===== src/rtl/write_mem.sv =====
// Capture-side writer for the logic analyzer's circular sample memory.
// Writes samples at a wrapping pointer, qualifies the trigger, then freezes and publishes waddr.
module write_mem #(
  parameter int unsigned DATA_WIDTH = 8,
  parameter int unsigned ADDR_WIDTH = 4
) (
  input  logic                  clk,
  input  logic                  reset,
  input  logic                  arm,
  input  logic                  abort,
  input  logic [ADDR_WIDTH-1:0] post_depth,
  input  logic                  sample_valid,
  input  logic [DATA_WIDTH-1:0] sample_in,
  input  logic                  trigger,
  output logic                  mem_we,
  output logic [ADDR_WIDTH-1:0] mem_addr,
  output logic [DATA_WIDTH-1:0] mem_wdata,
  output logic [ADDR_WIDTH-1:0] waddr,
  output logic [ADDR_WIDTH-1:0] trig_addr,
  output logic                  busy,
  output logic                  capture_done
);

  localparam int unsigned MEMORY_SIZE = 2 ** ADDR_WIDTH;
  localparam logic [ADDR_WIDTH:0] FillMax = (ADDR_WIDTH + 1)'(MEMORY_SIZE);

  typedef enum logic [1:0] {StIdle, StArmed, StPost, StDone} state_e;

  state_e                  state_q;
  logic [ADDR_WIDTH-1:0]   wptr_q;
  logic [ADDR_WIDTH:0]     fill_cnt_q;
  logic [ADDR_WIDTH-1:0]   post_cnt_q;
  logic [ADDR_WIDTH-1:0]   post_depth_q;
  logic                    mem_we_q;
  logic [ADDR_WIDTH-1:0]   mem_addr_q;
  logic [DATA_WIDTH-1:0]   mem_wdata_q;
  logic [ADDR_WIDTH-1:0]   waddr_q;
  logic [ADDR_WIDTH-1:0]   trig_addr_q;
  logic                    capture_done_q;

  logic [ADDR_WIDTH-1:0]   pre_needed;
  logic                    trig_ok;

  // MEMORY_SIZE - 1 is all ones at ADDR_WIDTH bits.
  assign pre_needed = {ADDR_WIDTH{1'b1}} - post_depth_q;
  assign trig_ok    = sample_valid && trigger && (fill_cnt_q >= {1'b0, pre_needed});

  always_ff @(posedge clk or negedge reset) begin
    if (!reset) begin
      state_q        <= StIdle;
      wptr_q         <= '0;
      fill_cnt_q     <= '0;
      post_cnt_q     <= '0;
      post_depth_q   <= '0;
      mem_we_q       <= 1'b0;
      mem_addr_q     <= '0;
      mem_wdata_q    <= '0;
      waddr_q        <= '0;
      trig_addr_q    <= '0;
      capture_done_q <= 1'b0;
    end else begin
      mem_we_q <= 1'b0;
      if (abort) begin
        state_q        <= StIdle;
        capture_done_q <= 1'b0;
      end else begin
        unique case (state_q)
          StIdle, StDone: begin
            if (arm) begin
              state_q        <= StArmed;
              wptr_q         <= '0;
              fill_cnt_q     <= '0;
              post_depth_q   <= post_depth;
              trig_addr_q    <= '0;
              capture_done_q <= 1'b0;
            end else if (state_q == StDone) begin
              // Published one edge after the final write so readers never race it.
              capture_done_q <= 1'b1;
              waddr_q        <= wptr_q;
            end
          end
          StArmed: begin
            if (sample_valid) begin
              mem_we_q    <= 1'b1;
              mem_addr_q  <= wptr_q;
              mem_wdata_q <= sample_in;
              wptr_q      <= wptr_q + 1'b1;
              if (fill_cnt_q != FillMax) fill_cnt_q <= fill_cnt_q + 1'b1;
              if (trig_ok) begin
                trig_addr_q <= wptr_q;
                post_cnt_q  <= post_depth_q;
                state_q     <= (post_depth_q == '0) ? StDone : StPost;
              end
            end
          end
          StPost: begin
            if (sample_valid) begin
              mem_we_q    <= 1'b1;
              mem_addr_q  <= wptr_q;
              mem_wdata_q <= sample_in;
              wptr_q      <= wptr_q + 1'b1;
              post_cnt_q  <= post_cnt_q - 1'b1;
              if (post_cnt_q == 1) state_q <= StDone;
            end
          end
          default: state_q <= StIdle;
        endcase
      end
    end
  end

  assign mem_we       = mem_we_q;
  assign mem_addr     = mem_addr_q;
  assign mem_wdata    = mem_wdata_q;
  assign waddr        = waddr_q;
  assign trig_addr    = trig_addr_q;
  assign capture_done = capture_done_q;
  assign busy         = (state_q == StArmed) || (state_q == StPost);

endmodule


===== config.mk =====
export PLATFORM = sky130hd
export DESIGN_NAME = write_mem
export DESIGN_NICKNAME = d
export VERILOG_FILES = /design/src/rtl/write_mem.sv
export SDC_FILE = /design/constraint.sdc
export NUM_CORES = 1
export LEC_CHECK = 0
export ABC_AREA = 1
export BUFFER_PORTS_ARGS = -buffer_cell sky130_fd_sc_hd__buf_4
export CORE_MARGIN = 1
export CORE_UTILIZATION = 35
export DETAILED_ROUTE_END_ITERATION = 7
export PLACE_DENSITY = 0.61
export SLEW_MARGIN = 20
export SYNTH_ARGS = -nofsm -noshare
export SYNTH_HDL_FRONTEND = slang
export SYNTH_SLANG_ARGS = --single-unit

===== constraint.sdc =====
create_clock -name clk -period 2.55 [get_ports clk]
set_clock_uncertainty 0.2 [all_clocks]
set_input_delay 0.3825 -clock clk [delete_from_list [all_inputs] [get_ports clk]]
set_output_delay 0.3825 -clock clk [all_outputs]
set_load 0.01 [all_outputs]

======== Word-level counts from Yosys, hierarchy flattened ========
Index checks and enable logic that the tools add are counted.
word-level totals
  register bits ........................... 41
  bits of input ports ..................... 18
  logic and storage cells ................. 83
  output and inout port bits .............. 23
operators by class
  reduce and logical (&&, ||, !) cells .... 20
  bitwise logic cells ..................... 2
  eq/ne operators ......................... 16
  add/sub/neg operators ................... 4
  multiplexer cells ....................... 29
  $lt $le $gt $ge ......................... 1
operator list
  cell                 number
  $mux 4               7
  $pmux 4 s2           3
  $reduce_and 5->1     4
  $mux 5               3
  $ne 3x3->1 const B   5
  $mux 2               6
  $ne 2x2->1 const B   5
  $pmux 5 s2           1
  $reduce_and 3->1     3
  $mux 1               8
  $pmux 2 s3           1
  $reduce_bool 2->1    3
  $add 5x1->5 const B  1
  $ge 5x4->1           1
  $ne 5x5->1 const B   1
  $add 4x1->4 const B  1
  $eq 2x2->1 const B   2
  $eq 4x1->1 const B   1
  $logic_not 4->1      1
  $reduce_and 4->1     1
  $reduce_or 2->1      2
  $sub 4x1->4 const B  1
  $sub 4x4->4 const A  1
  $reduce_bool 3->1    1
  7 further kinds      9

======== Logic depth before layout (Yosys ltp) ========
Gate-level depths: netlist (run 1).
  depth after elaboration ................. 7
  mapped depth ............................ 11
  gate-level depth less buffers ........... 11

======== Worst setup path before layout (run 1) ========
OpenSTA, ideal clock, no wires.
  path type ............................... flip-flop to flip-flop
  start ................................... reg state_q[0]
  end ..................................... reg fill_cnt_q[0]
  required time ........................... 2.229 ns
  buffers on the path ..................... 0
  setup time .............................. 0.121 ns
  slack ................................... 0.723 ns
  cell stages (with the launch flop) ...... 9
  arrival ................................. 1.507 ns
  cell sequence ........................... dfrtp_1 inv_1 ha_1 inv_2 nor2_2 nor4_4 nand2_2 nand2_1 o21ai_1
between the ends
  longest elaborated chain between the ends .. 4
ends and longest elaborated chain
  item                                                       line  source
  start, declared                                            29    state_e state_q;
  start signal, assigned                                     50    state_q <= StIdle;
  start signal, assigned                                     64    state_q <= StIdle;
  start signal, assigned                                     70    state_q <= StArmed;
  $eq 2x2->1 or $logic_not 2->1 (tied branches)              67    unique case (state_q)
  $reduce_or 2->1                                            67
  $ne 2x2->1 (no line) or $reduce_bool 2->1 (tied branches)  n/a
  $reduce_and 5->1 (no line)                                 n/a
  end signal, assigned                                       88    if (fill_cnt_q != FillMax) fill_cnt_q <= fill_cnt_q + 1'b1;
  end, declared                                              31    logic [ADDR_WIDTH:0] fill_cnt_q;
Parallel ways exist; a longest one is shown, timed or not.
A chain may end at the register's enable or synchronous reset.

======== Worst setup path after layout (run 1) ========
  start ................................... reg state_q[0]
  end ..................................... reg wptr_q[3]
between the ends
  longest elaborated chain between the ends .. 4
ends and longest elaborated chain
  item                                                line  source
  $eq 2x2->1, or another cell as far along            67
  $reduce_or 2->1 (on tied branches)                  n/a
  $ne 2x2->1 (no line) or $ne 2x1->1 (tied branches)  n/a
  $reduce_and 3->1 (no line)                          n/a
  end signal, assigned                                87    wptr_q <= wptr_q + 1'b1;
  end signal, assigned                                101   wptr_q <= wptr_q + 1'b1;
  end, declared                                       30    logic [ADDR_WIDTH-1:0] wptr_q;
Parallel ways exist; a longest one is shown, timed or not.

==> results of run 1 <==
## layer usage
metal | GRT usage [%] | part of all wire [%] | vias up
met5 | 0 | 0 | -
met4 | 6.18 | 2.2 | 0
met3 | 3.79 | 4.6 | 8
met2 | 23.4 | 43 | 40
met1 | 20.0 | 50 | 802
li1 | - | - | 875
## timing repair
action,CTS,global route
hold buffers,1,0
hold endpoints to repair,41,0
buffers inserted,0,0
## area by class of cell
| class | count | area [um^2] | area share [%] |
|---|---|---|---|
| Timing Repair Buffer | 42 | 318 | 12.4 |
| Clock inverter | 2 | 13.8 | 0.536 |
| Sequential cell | 41 | 1030 | 40.0 |
| Multi-Input combinational cell | 172 | 928 | 36.2 |
| Clock buffer | 6 | 82.6 | 3.22 |
| Inverter | 28 | 108 | 4.19 |
| Tap cell | 72 | 90.1 | 3.51 |
## state kept, by name, summed over array words and instances (netlist names)
register,flops
capture_done,1
fill_cnt_q,5
mem_addr,4
mem_wdata,8
mem_we,1
post_cnt_q,4
post_depth_q,4
state_q,2
trig_addr,4
waddr,4
wptr_q,4
## worst register-to-register path, stage by stage, from the launching register on
cell,delay (ns)
dfrtp_1,0.42
inv_1,0.06
ha_1,0.33
inv_2,0.17
nand2_2,0.10
nor2_4,0.26
inv_4,0.15
nor3_1,0.20
nor3_2,0.07
## logic make-up after synthesis
| kind of cell | count (synthesis) |
|---|---|
| simple gates | 123 |
| flops | 41 |
| compound gates | 31 |
| buf+inv | 32 |
| fa+ha+maj | 13 |
| xor+xnor | 5 |
## power groups by stage
stage	Clock, mW	Combinational [mW]	Sequential (mW)
after floorplan	0	0.632	1.01
after global placement	0	0.984	0.994
after detailed placement	0	1.00	0.997
after CTS	0.470	1.00	0.987
after global routing	0.492	1.14	1.01
final	0.449	0.987	0.985
## final timing paths
check / startpoint / end / slack, ns / depth (start not counted)
setup / recovery: state_q[0] / wptr_q[3] / 0.47 / 8
hold / removal: sample_in[0] / mem_wdata[0] / 0.09 / 3
setup reg to reg: state_q[0] / wptr_q[3] / 0.47 / 8
hold reg to reg: mem_wdata[5] / mem_wdata[5] / 0.29 / 2
max in group asynchronous: reset / fill_cnt_q[1] / 1.38 / 2
min in group asynchronous: reset / fill_cnt_q[3] / 0.40 / 2
## cell usage in the layout (no fill, tap or decap), types with 3 or more instances in the layout
| cell | netlist | final |
|---|---|---|
| xor2_1 | 5 | 5 |
| inv_2 | 3 | 3 |
| nand4_1 | 4 | 4 |
| inv_1 | 23 | 23 |
| ha_1 | 13 | 13 |
| o21ai_1 | 12 | 12 |
| nand2_2 | 5 | 5 |
| nand3_1 | 13 | 13 |
| nor2_1 | 14 | 14 |
| nand2_1 | 80 | 80 |
| clkbuf_8 | 0 | 6 |
| o21ai_0 | 11 | 11 |
| buf_4 | 1 | 41 |
| dfrtp_1 | 41 | 41 |
| a21oi_1 | 3 | 3 |
## per-stage QoR
stage,hold slack [ns],instance area (um^2)
final,0.0856,2570
after global routing,0.0739,2570
after CTS,0.0725,2570
after detailed placement,0.201,2460
after global placement,0.203,2460
after floorplan,-0.113,2090
==> results.md, run 1 <==
* Status: finished, final reports clean
* Max stage delay on crit path at 0.42 ns
* Non-filler cells in the finished layout at 363
* Initial antenna violation count at 0
* Ant diodes at 0
* Setup_tns at 0 ns
* Post-Synth Adder-Cell Area at about 8%
* Ys async rst share at between 90% and 100%
* Count leader, synth: nand2_1
* Clk buf depth at 2
* Routed vias at between 1500 and 2000
* Top FF cell, synth: dfrtp_1
* Drt pass-1 iters at 4
* IO Count at between 40 and 50
* Latest clock arrival within the worst-skew pair at approximately 0.29 ns
* Compound-Gate Fraction of Synth Area at under 10%
* Reg clk slew, reported paths at ~0.080 ns
* Post-synth top cells: 80 x nand2_1, 41 x dfrtp_1, 23 x inv_1
* Routed WL per cell at about 12 um
* Synth warn at 0
* Final hold viol count at 0
* Global-route wire length before repair at 7360 um
* Sinks on Clock Net at 41
* CP delay by family, top: simple AND/OR/NAND/NOR gates
* Syn_area_per_cell at between 8 and 9 um^2
* GP Congestion at around 0.9
* Post-DP HPWL at approximately 3200 um
* Post-Syn Area at roughly 0.0021 mm^2
* Synthesis-stage register bit count at slightly above 40
* Std-Cell Rows at 27
* Final core occ at a little under half
* DIE AREA at 0.00629 mm^2
* Pin count of the biggest net entering global routing at 42
* Slew margin rel. at between 60% and 70%
* Unrepaired setup endpoints after global routing: false
* Worst-margin pin slew at approximately 0.53 ns
* Cts bufs inserted at 5
* Pre-CTS WS at 0.451 ns
* Max Cap Viol at 0
* Internal power at 1.46 mW
* Switching power share of the total at 39.7%
* Syn Inst Count at between 200 and 250
* Distinct cells, synth at 30
* Critical Path, Cell by Cell: inv_1 > ha_1 > inv_2 > nand2_2 > nor2_4 > inv_4 > nor3_1 > nor3_2
* Worst Path Max Fanout at 18
* Layout area overhead at 22.7%
* Clock power share at between 10% and 20%
* PnR Total Power at about 2.4 mW
* HP Class: in -> reg
* Core Area at 0.00564 mm^2
* Worst vdd ir at 0.318 mV
* Initial core utilization at a little under two fifths
* Cell taking the most area after synthesis: dfrtp_1
* Number of global-route vias before repair at ~1600
* Die Span X at 79.3 um
* Post-synthesis mux area share at 0%
* Fmax achieved at between 0.4 and 0.5 GHz
* Main area contributors after synthesis: dfrtp_1 49%, nand2_1 14%, ha_1 7.8%
* Post-Synth Simple-Gate Area at approximately a quarter
* CP Capture Type: flop
* P_leak at around 1.3 nW
* GRT overflow at 0
* Largest family of logic cells by synthesized area: simple AND/OR/NAND/NOR gates
* Pwr Density at ~940 mW/mm^2
* Port buffer count at 40
* Cells after DPL at roughly 350
* Fin worst setup slack at 0.466 ns
* Comb power frac at approximately two fifths
* Post-synthesis sequential area ratio at approximately half
* DRT iter0 DRCs at 96
* Final min period at 2.08 ns
* Layout Nets at 321
* Share of the synthesized area in the top cell type at around half
* Reg power frac at between 40% and 50%
* Post_cts resized at 0
* H-tree depth at 2
* Final ANT Viol Nets at 0
* Number of enable-type register cells in the synthesized netlist at 0
* Share of cells above drive strength 1 at about 22%
* Worst Path Buf+Inv at 3
* FILL cells at 580
* Root buffer cell: clkbuf_8
* Setup-failing EPs final at 0
* Crit share post-route at 81.7%
* Syn_nets at ~280
* XOR/XNOR Fraction of Synth Area at about 2.1%
* Required time worst endpoint at 2.51 ns
* Crit path DAT at 2.05 ns
* CP Launch Type: flop
* Slew Limit Fails at 0
* Total GRT Usage at 15.1%
* Final WL at approximately 4300 um
* Via density at around 4.8
* Switch Pwr at 0.960 mW
* Worst path slowest cell: dfrtp_1
* CTS tree: built
* CP Class: reg -> reg
* Remaining DRCs at 0
* Die H at just under 80 um
(Power assumes the default switching activity.)
==> run 2: changes to the inputs <==
Clock period 2.55 ns to 2.1 ns, I/O delays scaled along.
==> run 2 against run 1 <==
Global-route usage up 0.61 points. Flip-flop and latch count did not move. Combinational power grew 23%. Count of clock-buffer cells in the layout is the same. Clock power is 48% higher. Die area stayed put. Wire length shrank 2.8%. Design area grew 2.0%. Critical endpoint is now busy. Largest cell class unchanged.
==> results.md, run 2 (synthesis results as in run 1) <==
* Status: finished, final reports clean
* Port buffer count at 40
* Fmax achieved at 0.519 GHz
* Die Span X at about 80 um
* P_leak at approximately 1.3 nW
* Setup_tns at 0 ns
* DRT iter0 DRCs at 72
* Final WL at 4150 um
* Die H at roughly 80 um
* Post-CTS Setup Inserts at 0
* Initial core utilization at 37.1%
* Routed WL per cell at 11.3 um
* Worst Path Max Fanout at 7
* Sinks on Clock Net at 41
* Most common cell after layout, fill and taps aside: nand2_1
* Worst vdd ir at about 0.46 mV
* DIE AREA at between 0.006 and 0.007 mm^2
* Layout Nets at between 300 and 400
* Slew margin rel. at about two thirds
* Crit path DAT at 1.41 ns
* GRT overflow at 0
* Share of cells above drive strength 1 at about a quarter
* Max FFs per register at 8
* CP Capture Type: output port
* CTS tree: built
* Placed instance area at between 0.002 and 0.0025 mm^2
* Post-route cell area at ~0.0026 mm^2
* Slew Limit Fails at 0
* Number of global-route vias before repair at about 1600
* Final hold viol count at 0
* Std-Cell Rows at 27
* Latest clock arrival within the worst-skew pair at around 0.29 ns
* FILL cells at 556
* GP Congestion at 0.794
* Worst path slowest cell: dfrtp_2
* Core Area at approximately 0.0056 mm^2
* Required time worst endpoint at approximately 1.6 ns
* CP Class: reg -> out
* Cts bufs inserted at 5
* Root buffer cell: clkbuf_8
* Critical Path, Cell by Cell: inv_1 > ha_1 > inv_2 > buf_4
* Pwr Density at 1170 mW/mm^2
* Crit share post-route at 91.8%
* Via density at 4.51
* Final min period at 1.93 ns
* Layout area overhead at 25.1%
* Global-route wire length before repair at roughly 7600 um
* Max stage delay on crit path at 0.41 ns
* Clk buf depth at 2
* Drt pass-1 iters at 4
* HP Class: in -> reg
* H-tree depth at 2
* Pin count of the biggest net entering global routing at between 40 and 50
* Initial antenna violation count at 0
* Unrepaired setup endpoints after global routing: false
* CP Launch Type: flop
* Total GRT Usage at 15.7%
* Commonest cells after routing, fill and taps aside: 80 x nand2_1, 44 x buf_4, 40 x dfrtp_1, 23 x inv_1, 14 x nor2_1
* Worst-margin pin slew at between 0.5 and 0.6 ns
* Max Cap Viol at 0
* Final ANT Viol Nets at 0
* PnR Total Power at 3.07 mW
* IO Count at 41
* Routed vias at approximately 1700
* Ant diodes at 0
* Reg clk slew, reported paths at 0.08 ns
* Remaining DRCs at 0
* Setup-failing EPs final at 0
* Post-DP HPWL at roughly 3000 um
[run 2: routing by layer]
| layer | wire length, um | vias up | part of all wire [%] | global-route usage (%) |
|---|---|---|---|---|
| met5 | 0 | - | 0 | 0 |
| met4 | 80 | 0 | 1.9 | 6.00 |
| met3 | 177 | 7 | 4.3 | 3.91 |
| met2 | 1830 | 37 | 44 | 25.2 |
| met1 | 2060 | 735 | 50 | 20.3 |
| li1 | - | 871 | - | - |
[run 2: final timing paths]
check                      slack [ns]               to          from  depth (start not counted)
hold reg to reg                  0.28     mem_wdata[2]  mem_wdata[2]                          2
hold / removal                   0.01     mem_wdata[4]  sample_in[4]                          3
min in group asynchronous        0.32  post_depth_q[1]         reset                          2
max in group asynchronous        0.99       state_q[0]         reset                          2
setup reg to reg                 0.19     trig_addr[2]    state_q[0]                          8
setup / recovery                 0.17             busy    state_q[0]                          4
[run 2: critical path, delay by kind of cell, from the launching register on]
family	cells	cell delay [ns]
adder cells (fa/ha/maj)	1	0.33
flip-flops	1	0.41
buffers and inverters	3	0.38
[run 2: area by class of cell]
type                    count  area, um^2  area share [%]
flip-flops and latches     41        1030            39.3
multi-input cells         172         931            35.6
repair buffers             45         340            13.0
inverters                  28         108            4.11
well taps                  72        90.1            3.44
clock buffers               6        82.6            3.16
clock inverters             2        37.5            1.43
[run 2: metrics by stage]
stage	hold slack (ns)	setup WS (ns)	std cells	util (%)
final	0.0129	0.172	366	46.4
after global routing	0.0135	0.00789	366	46.4
after CTS	0.00510	0.119	366	46.3
after detailed placement	0.137	0.153	357	44.0
after global placement	0.136	0.198	357	44.0
after floorplan	-0.181	0.273	245	-
[run 2: where the power goes]
part	switching [mW]	total, mW	leakage (nW)	internal [mW]
clock	0.280	0.666	0.0574	0.386
sequential	0.178	1.20	0.543	1.02
combinational	0.701	1.21	0.740	0.507
total	1.16	3.07	1.34	1.91
[run 2: what timing repair did]
item,in CTS,in global routing
hold buffers,1,0
gates resized for setup,0,2
setup endpoints to repair,0,8
hold endpoints to repair,41,0
